### src/rtl/operand_fwd_stage.sv
// Forwarding stage ahead of the three-input operand mux. It tracks the two newest in-flight
// ALU results on b/c and registers the mux select for each issued operand.
module operand_fwd_stage #(
    parameter int DATA_W = 32,
    parameter int REG_AW = 5,
    parameter int CNT_W  = 16
) (
    input  logic              clk,
    input  logic              rst,
    input  logic              issue_valid,
    input  logic [REG_AW-1:0] issue_rs,
    input  logic              wb_valid,
    input  logic              wb_we,
    input  logic [REG_AW-1:0] wb_rd,
    input  logic [DATA_W-1:0] wb_data,
    output logic [1:0]        sel,
    output logic [DATA_W-1:0] b,
    output logic [DATA_W-1:0] c,
    output logic [CNT_W-1:0]  fwd_count
);

    typedef enum logic [1:0] {
        SEL_RF = 2'b00,
        SEL_S1 = 2'b01,
        SEL_S2 = 2'b10
    } sel_e;

    // Stage2 keeps only its data: its address and valid bit retire into the
    // register file before anything could match against them.
    logic              v1;
    logic [REG_AW-1:0] rd1;
    logic [DATA_W-1:0] d1;
    logic [DATA_W-1:0] d2;
    sel_e              sel_q;
    sel_e              sel_d;
    logic [CNT_W-1:0]  cnt_q;
    logic [CNT_W-1:0]  cnt_d;
    logic              rs_nonzero;
    logic              hit_wb;
    logic              hit_s1;

    assign rs_nonzero = (issue_rs != '0);
    assign hit_wb     = wb_valid && wb_we && (wb_rd == issue_rs) && rs_nonzero;
    assign hit_s1     = v1 && (rd1 == issue_rs) && rs_nonzero;

    always_comb begin
        // NOTE: every output of this block gets a default first, so no path can infer a latch.
        sel_d = SEL_RF;
        cnt_d = cnt_q;
        if (issue_valid) begin
            if (hit_wb)
                sel_d = SEL_S1;
            else if (hit_s1)
                sel_d = SEL_S2;
        end
        if ((sel_d != SEL_RF) && (cnt_q != '1))
            cnt_d = cnt_q + CNT_W'(1);
    end

    // NOTE: sequential state uses non-blocking assignments so the stage1->stage2 shift reads pre-edge values.
    always_ff @(posedge clk) begin
        if (rst) begin
            // NOTE: the data registers are reset too, so b and c read as zero straight out of reset.
            v1    <= 1'b0;
            rd1   <= '0;
            d1    <= '0;
            d2    <= '0;
            sel_q <= SEL_RF;
            cnt_q <= '0;
        end else begin
            d2 <= d1;
            if (wb_valid) begin
                v1  <= wb_we && (wb_rd != '0);
                rd1 <= wb_rd;
                d1  <= wb_data;
            end else begin
                v1 <= 1'b0;
            end
            sel_q <= sel_d;
            cnt_q <= cnt_d;
        end
    end

    assign sel       = sel_q;
    assign b         = d1;
    assign c         = d2;
    assign fwd_count = cnt_q;

endmodule

### config.mk
export PLATFORM = sky130hd
export DESIGN_NAME = operand_fwd_stage
export DESIGN_NICKNAME = d
export VERILOG_FILES = /design/src/rtl/operand_fwd_stage.sv
export SDC_FILE = /design/constraint.sdc
export NUM_CORES = 1
export LEC_CHECK = 0
export BUFFER_PORTS_ARGS = -buffer_cell sky130_fd_sc_hd__buf_2
export CAP_MARGIN = 10
export CORE_ASPECT_RATIO = 1.4
export CORE_MARGIN = 5
export CORE_UTILIZATION = 43
export DETAILED_ROUTE_END_ITERATION = 10
export PLACE_DENSITY_LB_ADDON = 0.1
export SETUP_SLACK_MARGIN = 0.3
export SLEW_MARGIN = 0
export SYNTH_ARGS = -nofsm -noshare
export SYNTH_HDL_FRONTEND = slang
export SYNTH_SLANG_ARGS = --single-unit
### constraint.sdc
create_clock -name clk -period 2 [get_ports clk]
set_clock_uncertainty 0.15 [all_clocks]
set_input_delay 0.3 -clock clk [delete_from_list [all_inputs] [get_ports clk]]
set_output_delay 0.3 -clock clk [all_outputs]
set_load 0.01 [all_outputs]
==> reports/metrics.csv, run 1 <==
metric,value,unit
busiest_layer,met2,
worstReg2RegEnd,fwd_count[14],
num_vias,2688,
status,finished with violations,
endpoint,fwd_count[14],
synth_edf_count,0,
cts_tree,yes,
mostFrequentLayoutCell,buf_2,
setup_slack,-42.8,ps
die_y,112,µm
period_needed,2040,ps
antenna_found_initial,0,
place_congestion,0.791,
pre_cts_slack,-441,ps
n_antenna_cell,0,
p_sw_share,23.1,%
firstDrtPassIters,4,
io_pins,129,
synth_async_sr_flop_share,0,%
critPathCaptureType,flip-flop,
slowest_delay,470,ps
io_buffers,128,
filler_cell_count,636,
grt_util_all_layers,17.4,%
syn_inst,317,
clk_path_buf_depth,2,
p_leak,0.00227,µW
clockRootBuffer,clkbuf_8,
seqPwrFrac,52.1,%
yosys_warnings,0,
ff_latch_area,0.00177,mm²
drt_iter0_drc,106,
crit_slowest_cell,or4_4,
remaining_drc_errors,0,
coreArea,0.00731,mm²
critPathTopFamily,simple AND/OR/NAND/NOR gates,
hold_class,input pin to flip-flop,
dp.cells,549,
cp.depth,8,
grt_pass1_wl,13100,µm
setup_viol,4,
maxCapViolations,0,
cts_max_level,3,
drive_gt1_share,44.8,%
ant_nets,0,
grt_pass1_vias,2774,
arrival,2170,ps
wl,7870,µm
p_sw,825,µW
fmax,0.490,GHz
met2_usage,30.1,%
peakVddDrop,559,µV
place_area,0.00410,mm²
synth-main-ff-cell,dfxtp_1,
synthesis.nets,365,
vias_per_cell,4.70,
ys_types,34,
critPathMaxFanout,5,
dpl.hpwl,5390,µm
violations,setup timing,
crit_path_start,wb_rd[2],
die_w,82.9,µm
clk_pin_slew,90,ps
combPwrFrac,10.3,%
worstSkewPairLatency,360,ps
instances_no_fill,572,
grtUsageMet3,6.90,%
cp_cell_sequence,buf_2 > xnor2_2 > nand4_1 > or4_4 > mux2i_4 > buf_12 > or4_4 > a211oi_2,
area_delta_synth_final,45.2,%
r2r_cells,7,
regToRegSetupSlack,10,ps
power_frac_clock,37.7,%
critPathLaunchType,input pin,
numCtsBuffers,9,
ys_seq_area_share,55.0,%
met1_usage,19.0,%
finalCritPeriodShare,102,%
worst-setup-path-type,input pin to flip-flop,
multiInputGateArea,0.00156,mm²
rsz0062_at_grt,yes,
tightest_slew,659,ps
final_area,0.00465,mm²
rows,37,
slew_headroom,56.1,%
start_util,43.8,%
nNetsFinal,518,
slew_violations,0,
reg2reg_from,rd1[4],
syn_avg_cell_area,10.1,µm²
crit_path_frequent_cell,or4_4,
layout_common_cells,"buf_2 (124), dfxtp_1 (83), nor2_1 (43), mux2i_1 (37), nor2b_1 (36)",
final-hold-violation-count,0,
intPower,2740,µW
grt-ovfl-total,0,
critPathBufInv,2,
cts_num_sinks,88,
hp-start,wb_data[27],
dieArea,0.00929,mm²
cts_hold_buf,0,
synth_area,0.00320,mm²
synth-seq-cells,88,
wire_per_inst,13.8,µm
critPathRequiredTime,2130,ps
grt_max_degree,47,
power_density,767,mW/mm²
## worst min path at each step
| stage | end | cells past startpoint | slack [ps] |
|---|---|---|---|
| floorplan | v1 | 2 | 300 |
| global placement | c[19] | 1 | 310 |
| detailed placement | c[24] | 1 | 320 |
| CTS | b[27] | 3 | 6 |
| global route | b[13] | 3 | 9 |
| finish | b[27] | 3 | 20 |
## final cells by class
class / count / area share, %
inverter: 4 / 0.323
clock inverter: 6 / 1.78
timing repair buffer: 158 / 20.8
sequential: 88 / 38.0
clock buffer: 10 / 2.96
tap: 97 / 2.61
multi-input combinational: 209 / 33.5
## cells in the mapped netlist, types with 2 or more instances
master    number  share of area, %
dfxtp_1       88                55
nor2_1        43               5.0
mux2i_1       38                12
nor2b_1       36               7.0
nand2_1       12               1.4
clkbuf_1       9               1.1
xnor2_1        9               2.5
a21oi_1        8               1.3
or3_1          8               1.6
and3_1         7               1.4
nand4_1        7               1.4
o21ai_0        7               1.1
buf_1          6              0.70
nor3_1         6              0.94
inv_1          4              0.47
mux2_2         4               1.4
nand3_1        4              0.63
or4_1          4              0.94
a211oi_1       2              0.47
## timing repair
item / CTS / global route
hold endpoints to repair: 0 / 0
pin swaps: 23 / 10
resized for setup: 20 / 37
gates cloned: 1 / 1
setup buffers: 3 / 2
endpoints found under the setup margin: 16 / 16
## kinds of logic after synthesis
kind of cell	count (synthesis)	share of synthesized area (%)
compound gates	23	4.42
xor+xnor	10	2.74
fa+ha+maj	1	0.391
buf+inv	20	2.38
flops	88	55.0
mux	42	13.3
simple gates	133	21.7
## worst register-to-register path, cell delays in order, from the launching register on
cell,delay (ps)
dfxtp_2,330
xnor2_1,140
nand4_1,160
nor3_4,210
mux2i_4,120
buf_12,140
or4_4,470
a211oi_2,190
## through the flow
| stage | hold slack (ps) | power (µW) | utilization [%] | TNS, ps |
|---|---|---|---|---|
| after global routing | 8.53 | 3730 | 63.5 | -237 |
| after global placement | 310 | 2230 | 56.0 | -4210 |
| after detailed placement | 317 | 2240 | 56.0 | -4280 |
| final | 24.7 | 3560 | 63.5 | -102 |
| after floorplan | 295 | 2070 | - | -581 |
| after CTS | 5.53 | 3600 | 61.4 | 0 |
## registers in the layout (all words and copies together), names as in the netlist
signal	cells
rd1	5
sel	2
v1	1
c	32
fwd_count	16
b	32
## layer usage
metal	vias to the layer above	share of wire (%)
li1	1377	-
met4	0	1.6
met2	76	51
met5	-	0
met1	1227	40
met3	8	7.7
## power by group through the flow
stage | logic [µW] | registers (µW) | clock network (µW)
6_report | 366 | 1860 | 1340
5_1_grt | 403 | 1870 | 1460
4_1_cts | 360 | 1860 | 1390
3_5_place_dp | 344 | 1900 | 0
3_3_place_gp | 339 | 1890 | 0
2_1_floorplan | 144 | 1920 | 0
No activity file was read; power rests on OpenSTA's default activity.
==> inputs of run 2 (changes only) <==
CORE_UTILIZATION = 45   (was 43)
CTS_BUF_LIST = sky130_fd_sc_hd__clkbuf_4   (was default)
==> run 2 against run 1 <==
- the flow still finishes with violations (setup timing)
- utilization grew 6.7 points
- via count grew 6.8%
- sequential power is essentially flat
- critical path type unchanged
- hold slack gained 23 ps
- clock power shrank 31%
- total power shrank 10%
- die area shrank 4.0%
==> reports/metrics.csv, run 2 (synthesized netlist as in run 1, its figures left out) <==
metric,value,unit,change
dieArea,0.00892,mm²,was 0.00929 mm²
hold_class,input pin to flip-flop,,unchanged
min_to,fwd_count[9],,was b[27]
fmax,0.494,GHz,was 0.490 GHz
remaining_drc_errors,0,,unchanged
power_density,655,mW/mm²,was 767 mW/mm²
met1_usage,20.9,%,was 19.0%
io_pins,129,,unchanged
reg2reg_from,rd1[2],,was rd1[4]
cts_num_sinks,88,,unchanged
status,finished with violations,,unchanged
cts_tree,yes,,unchanged
dpl.hpwl,5400,µm,was 5390 µm
antenna_found_initial,0,,unchanged
start_util,46.1,%,was 43.8%
cp_cell_sequence,buf_6 > or4_4 > nor2_4 > or4_4 > mux2i_2 > bufbuf_16 > nor3_1 > o221a_2,,was buf_2 > xnor2_2 > nand4_1 > or4_4 > mux2i_4 > buf_12 > or4_4 > a211oi_2
slew_headroom,56.5,%,was 56.1%
tightest_slew,652,ps,was 659 ps
finalCritPeriodShare,101,%,was 102%
grt_pass1_vias,2842,,was 2774
period_needed,2020,ps,was 2040 ps
die_y,110,µm,was 112 µm
wire_per_inst,13.7,µm,was 13.8 µm
setup_viol,1,,was 4
worstSkewPairLatency,430,ps,was 360 ps
violations,setup timing,,unchanged
wl,8270,µm,was 7870 µm
place_congestion,0.769,,was 0.791
slew_violations,0,,unchanged
grtUsageMet3,6.31,%,was 6.90%
area_delta_synth_final,52.3,%,was 45.2%
coreArea,0.00694,mm²,was 0.00731 mm²
grt_pass1_wl,13100,µm,about the same
worstReg2RegEnd,fwd_count[14],,unchanged
mostFrequentLayoutCell,buf_2,,unchanged
drt_iter0_drc,120,,was 106
grt_util_all_layers,18.9,%,was 17.4%
clk_path_buf_depth,2,,unchanged
clk_pin_slew,150,ps,was 90 ps
p_leak,0.00236,µW,was 0.00227 µW
slowest_delay,540,ps,was 470 ps
n_antenna_cell,0,,unchanged
setup_slack,-24.0,ps,was -42.8 ps
critPathCaptureType,flip-flop,,unchanged
ant_nets,0,,unchanged
hp-start,rst,,was wb_data[27]
io_buffers,128,,unchanged
critPathRequiredTime,2200,ps,was 2130 ps
crit_path_frequent_cell,or4_4,,unchanged
crit_slowest_cell,or4_4,,unchanged
tns,-24.0,ps,was -102 ps
regToRegSetupSlack,40,ps,was 10 ps
grt_max_degree,38,,was 47
peakVddDrop,570,µV,was 559 µV
worst-setup-path-type,input pin to flip-flop,,unchanged
final-hold-violation-count,0,,unchanged
critPathLaunchType,input pin,,unchanged
r2r_cells,7,,unchanged
hold_ws,48.0,ps,was 24.7 ps
critPathBufInv,2,,unchanged
arrival,2220,ps,was 2170 ps
layout_common_cells,"buf_2 (126), dfxtp_1 (81), nor2_1 (42), mux2i_1 (37), nor2b_1 (36)",,"was buf_2 (124), dfxtp_1 (83), nor2_1 (43), mux2i_1 (37), nor2b_1 (36)"
firstDrtPassIters,4,,unchanged
critPathTopFamily,simple AND/OR/NAND/NOR gates,,unchanged
vias_per_cell,4.75,,was 4.70
pre_cts_slack,-441,ps,about the same
timing.hold.worst_path_depth,2,,was 3
clockRootBuffer,clkbuf_4,,was clkbuf_8
cts_max_level,3,,unchanged
grt-ovfl-total,0,,unchanged
rows,36,,was 37
nNetsFinal,553,,was 518
busiest_layer,met2,,unchanged
rsz0062_at_grt,yes,,unchanged
critPathMaxFanout,12,,was 5
die_w,81.3,µm,was 82.9 µm
drive_gt1_share,43.9,%,was 44.8%
num_vias,2872,,was 2688
maxCapViolations,0,,unchanged
numCtsBuffers,9,,unchanged
met2_usage,32.0,%,was 30.1%
run 2: cell types whose count changed in the layout (fill, tap and decap cells not counted), moves of 4 or more:
cell,delta
clkbuf_8,-10
o21ai_0,+6
clkbuf_4,+10
clkinv_4,+4
dlygate4sd3_1,+32
a21oi_2,+5
o21ai_1,-6
a21oi_1,-5
buf_4,+4
run 2: repair_timing:
| item | 4_1_cts | 5_1_grt |
|---|---|---|
| buffers inserted | 4 | 2 |
| pin swaps | 28 | 7 |
| hold endpoints to repair | 32 | 0 |
| hold buffers | 32 | 0 |
| resized for setup | 23 | 28 |
| cloned | 2 | 0 |
| setup endpoints to repair | 16 | 16 |
run 2: power by group:
| group | internal, µW | leakage [µW] | switching [µW] |
|---|---|---|---|
| sequential | 1820 | 0.000724 | 35.2 |
| clock | 288 | 0.0000715 | 637 |
| combinational | 222 | 0.00156 | 186 |
| total | 2330 | 0.00236 | 859 |
run 2: worst max path at each step:
stage,cells after the start,startpoint,end
final,8,issue_rs[4],fwd_count[12]
after global routing,7,rd1[2],fwd_count[14]
after CTS,7,rd1[2],fwd_count[14]
after detailed placement,8,wb_rd[4],fwd_count[14]
after global placement,8,wb_rd[2],fwd_count[14]
after floorplan,6,wb_rd[0],fwd_count[8]
run 2: area by class of cell:
class / instances / area, µm²
Sequential cell: 88 / 1770
Multi-Input combinational cell: 209 / 1540
Tap cell: 95 / 119
Timing Repair Buffer: 193 / 1290
Fill cell: 564 / 2060
Inverter: 4 / 15.0
Clock buffer: 10 / 75.1
Clock inverter: 6 / 52.6
run 2: stage by stage:
stage | cell area, µm² | std cells | utilization, % | power (µW)
after detailed placement | 4110 | 549 | 59.3 | 2240
after global placement | 4110 | 549 | 59.3 | 2230
after CTS | 4740 | 603 | 68.4 | 3230
after floorplan | 3220 | 317 | - | 2070
final | 4870 | 605 | 70.3 | 3190
after global routing | 4870 | 605 | 70.3 | 3350
run 2: per-layer routing:
metal	vias up	wire (µm)
li1	1456	-
met1	1331	3220
met2	74	4310
met3	11	567
met4	0	165
met5	-	0
==> inputs of run 3 (changes only) <==
ABC_AREA = 1   (was default)
CTS_CLUSTER_SIZE = 20   (was default)
PLACE_DENSITY = 0.77   (was default)
PLACE_DENSITY_LB_ADDON = default   (was 0.1)
==> run 3 against run 2 <==
- the run now ends clean
- clock power fell by 0.9%
- maximum frequency rose by 23%
- total power up 0.47%
- critical path type is now flip-flop to flip-flop
- largest cell class unchanged
==> reports/metrics.csv, run 3 <==
metric,value,unit,change
clockRootBuffer,clkbuf_4,,unchanged
syn_avg_cell_area,7.87,µm²,was 10.1 µm²
area_delta_synth_final,42.5,%,was 52.3%
clk_pin_slew,150,ps,about the same
drt_iter0_drc,193,,was 120
n_antenna_cell,0,,unchanged
dpl.hpwl,6090,µm,was 5400 µm
coreArea,0.00736,mm²,was 0.00694 mm²
pre_cts_slack,121,ps,was -441 ps
dieArea,0.00936,mm²,was 0.00892 mm²
grt_max_degree,63,,was 38
multiInputGateArea,0.00142,mm²,was 0.00154 mm²
power_density,667,mW/mm²,was 655 mW/mm²
yosys_warnings,0,,unchanged
timing.hold.worst_path_depth,3,,was 2
grt-ovfl-total,0,,unchanged
yosysTopAreaCell,dfxtp_1,,unchanged
worstReg2RegEnd,fwd_count[2],,was fwd_count[14]
p_leak,0.00231,µW,was 0.00236 µW
critPathCaptureType,flip-flop,,unchanged
synth-simple-area-share,20.6,%,was 21.7%
ff_latch_area,0.00178,mm²,was 0.00177 mm²
reg2reg_from,fwd_count[0],,was rd1[2]
period_needed,1650,ps,was 2020 ps
drive_gt1_share,35.5,%,was 43.9%
wire_per_inst,14.0,µm,was 13.7 µm
nNetsFinal,651,,was 553
hp-start,wb_data[20],,was rst
yosys.area_share.adder,0.371,%,was 0.391%
grt_pass1_vias,3344,,was 2842
critPathRequiredTime,2170,ps,was 2200 ps
mostFrequentLayoutCell,buf_2,,unchanged
regToRegSetupSlack,350,ps,was 40 ps
ys_types,27,,was 34
synth_compound_area_share,15.0,%,was 4.42%
synth_async_sr_flop_share,0,%,unchanged
setup_slack,350,ps,was -24.0 ps
synth-seq-cells,88,,unchanged
critPathLaunchType,flip-flop,,was input pin
die_w,83.2,µm,was 81.3 µm
place_congestion,0.894,,was 0.769
finalCritPeriodShare,82.5,%,was 101%
worst-setup-path-type,flip-flop to flip-flop,,was input pin to flip-flop
cts_tree,yes,,unchanged
status,finished clean,,was finished with violations
maxCapViolations,0,,unchanged
synth_top_cell_area_share,52.2,%,was 55.0%
final-hold-violation-count,0,,unchanged
wl,9880,µm,was 8270 µm
synth_area_leaders,"dfxtp_1 (52%), nand2_1 (7.1%), a21oi_1 (6.4%)",,"was dfxtp_1 (55%), mux2i_1 (12%), nor2b_1 (7.0%)"
critPathMaxFanout,6,,was 12
fmax,0.606,GHz,was 0.494 GHz
grt_pass1_wl,15400,µm,was 13100 µm
setup_viol,0,,was 1
synthMuxAreaShare,0,%,was 13.3%
num_vias,3488,,was 2872
hold_class,input pin to flip-flop,,unchanged
rsz0062_at_grt,yes,,unchanged
tightest_slew,562,ps,was 652 ps
worstSkewPairLatency,430,ps,about the same
instances_no_fill,705,,was 605
synth-main-ff-cell,dfxtp_1,,unchanged
io_pins,129,,unchanged
synth_area,0.00338,mm²,was 0.00320 mm²
antenna_found_initial,0,,unchanged
arrival,1820,ps,was 2220 ps
synthXorXnorAreaFrac,2.34,%,was 2.74%
ant_nets,0,,unchanged
layout_common_cells,"buf_2 (128), dfxtp_1 (75), nand2_1 (56), inv_1 (55), nor2_1 (50)",,"was buf_2 (126), dfxtp_1 (81), nor2_1 (42), mux2i_1 (37), nor2b_1 (36)"
synth_edf_count,0,,unchanged
tns,0,ps,was -24.0 ps
vias_per_cell,4.95,,was 4.75
cts_max_level,3,,unchanged
slew_violations,0,,unchanged
firstDrtPassIters,5,,was 4
remaining_drc_errors,0,,unchanged
ys_seq_area_share,52.2,%,was 55.0%
dp.cells,638,,was 549
start_util,45.9,%,was 46.1%
slew_headroom,62.5,%,was 56.5%
syn_inst,429,,was 317
rows,37,,was 36
synth_top_family_by_area,simple AND/OR/NAND/NOR gates,,unchanged
synthesis.nets,477,,was 365
numCtsBuffers,9,,unchanged
synth.most_common_cell,dfxtp_1,,unchanged
peakVddDrop,511,µV,was 570 µV
grt_util_all_layers,20.0,%,was 18.9%
ys_top_cells_by_count,"dfxtp_1 (88), nand2_1 (64), inv_1 (56), nor2_1 (56), a21oi_1 (43)",,"was dfxtp_1 (88), nor2_1 (43), mux2i_1 (38)"
cts_num_sinks,88,,unchanged
die_y,112,µm,was 110 µm
filler_cell_count,607,,was 564
clk_path_buf_depth,2,,unchanged
r2r_cells,8,,was 7
min_to,b[20],,was fwd_count[9]
io_buffers,128,,unchanged
run 3: final cells by class:
class | count | share of cell area (%)
clock inverter | 6 | 1.09
timing repair buffer | 180 | 23.7
multi-input combinational | 265 | 29.5
clock buffer | 10 | 1.56
sequential | 88 | 37.0
inverter | 59 | 4.60
tap | 97 | 2.52
run 3: metrics by stage:
| step | hold slack (ps) | utilization [%] | cell area [µm²] | power, µW |
|---|---|---|---|---|
| after floorplan | 280 | - | 3380 | 2090 |
| after global placement | 278 | 55.4 | 4080 | 2250 |
| after detailed placement | 283 | 55.4 | 4080 | 2260 |
| after CTS | 4.04 | 62.5 | 4600 | 3230 |
| after global routing | 29.4 | 65.3 | 4810 | 3370 |
| final | 24.6 | 65.3 | 4810 | 3210 |
run 3: how the worst max path moves through the flow:
stage,startpoint,end
6_report,fwd_count[0],fwd_count[2]
5_1_grt,fwd_count[0],fwd_count[10]
4_1_cts,fwd_count[0],fwd_count[11]
3_5_place_dp,fwd_count[0],fwd_count[11]
3_3_place_gp,fwd_count[0],fwd_count[11]
2_1_floorplan,fwd_count[0],fwd_count[0]
run 3: kinds of logic after synthesis:
family	count (synthesis)
simple gates	159
xor+xnor	9
flops	88
buf+inv	79
compound gates	93
fa+ha+maj	1
run 3: worst max-delay path: stages (launching register included):
cell and delay, ps:
dfxtp_4 410, ha_4 160, nand2_4 70, nor2_4 150, nand4_4 140, buf_6 180
buf_4 130, nand3_1 100, a21oi_2 60
run 3: timing repair:
item                                    in CTS  in global routing
endpoints found under the hold margin       35                  0
buffers inserted                             4                  8
hold buffers                                36                  0
cloned                                       0                  3
pin swaps                                    2                 15
endpoints found under the setup margin      15                 16
resized for setup                            2                 40
run 3: per-layer routing:
| metal | track usage (%) | wire length [µm] |
|---|---|---|
| met1 | 22.0 | 3700 |
| met2 | 35.6 | 5200 |
| met3 | 5.65 | 708 |
| met4 | 8.94 | 280 |
| met5 | 0 | 0 |
run 3: power breakdown:
| group | internal (µW) | switching (µW) | total (µW) |
|---|---|---|---|
| combinational | 186 | 230 | 416 |
| clock | 287 | 631 | 917 |
| sequential | 1840 | 36.4 | 1870 |
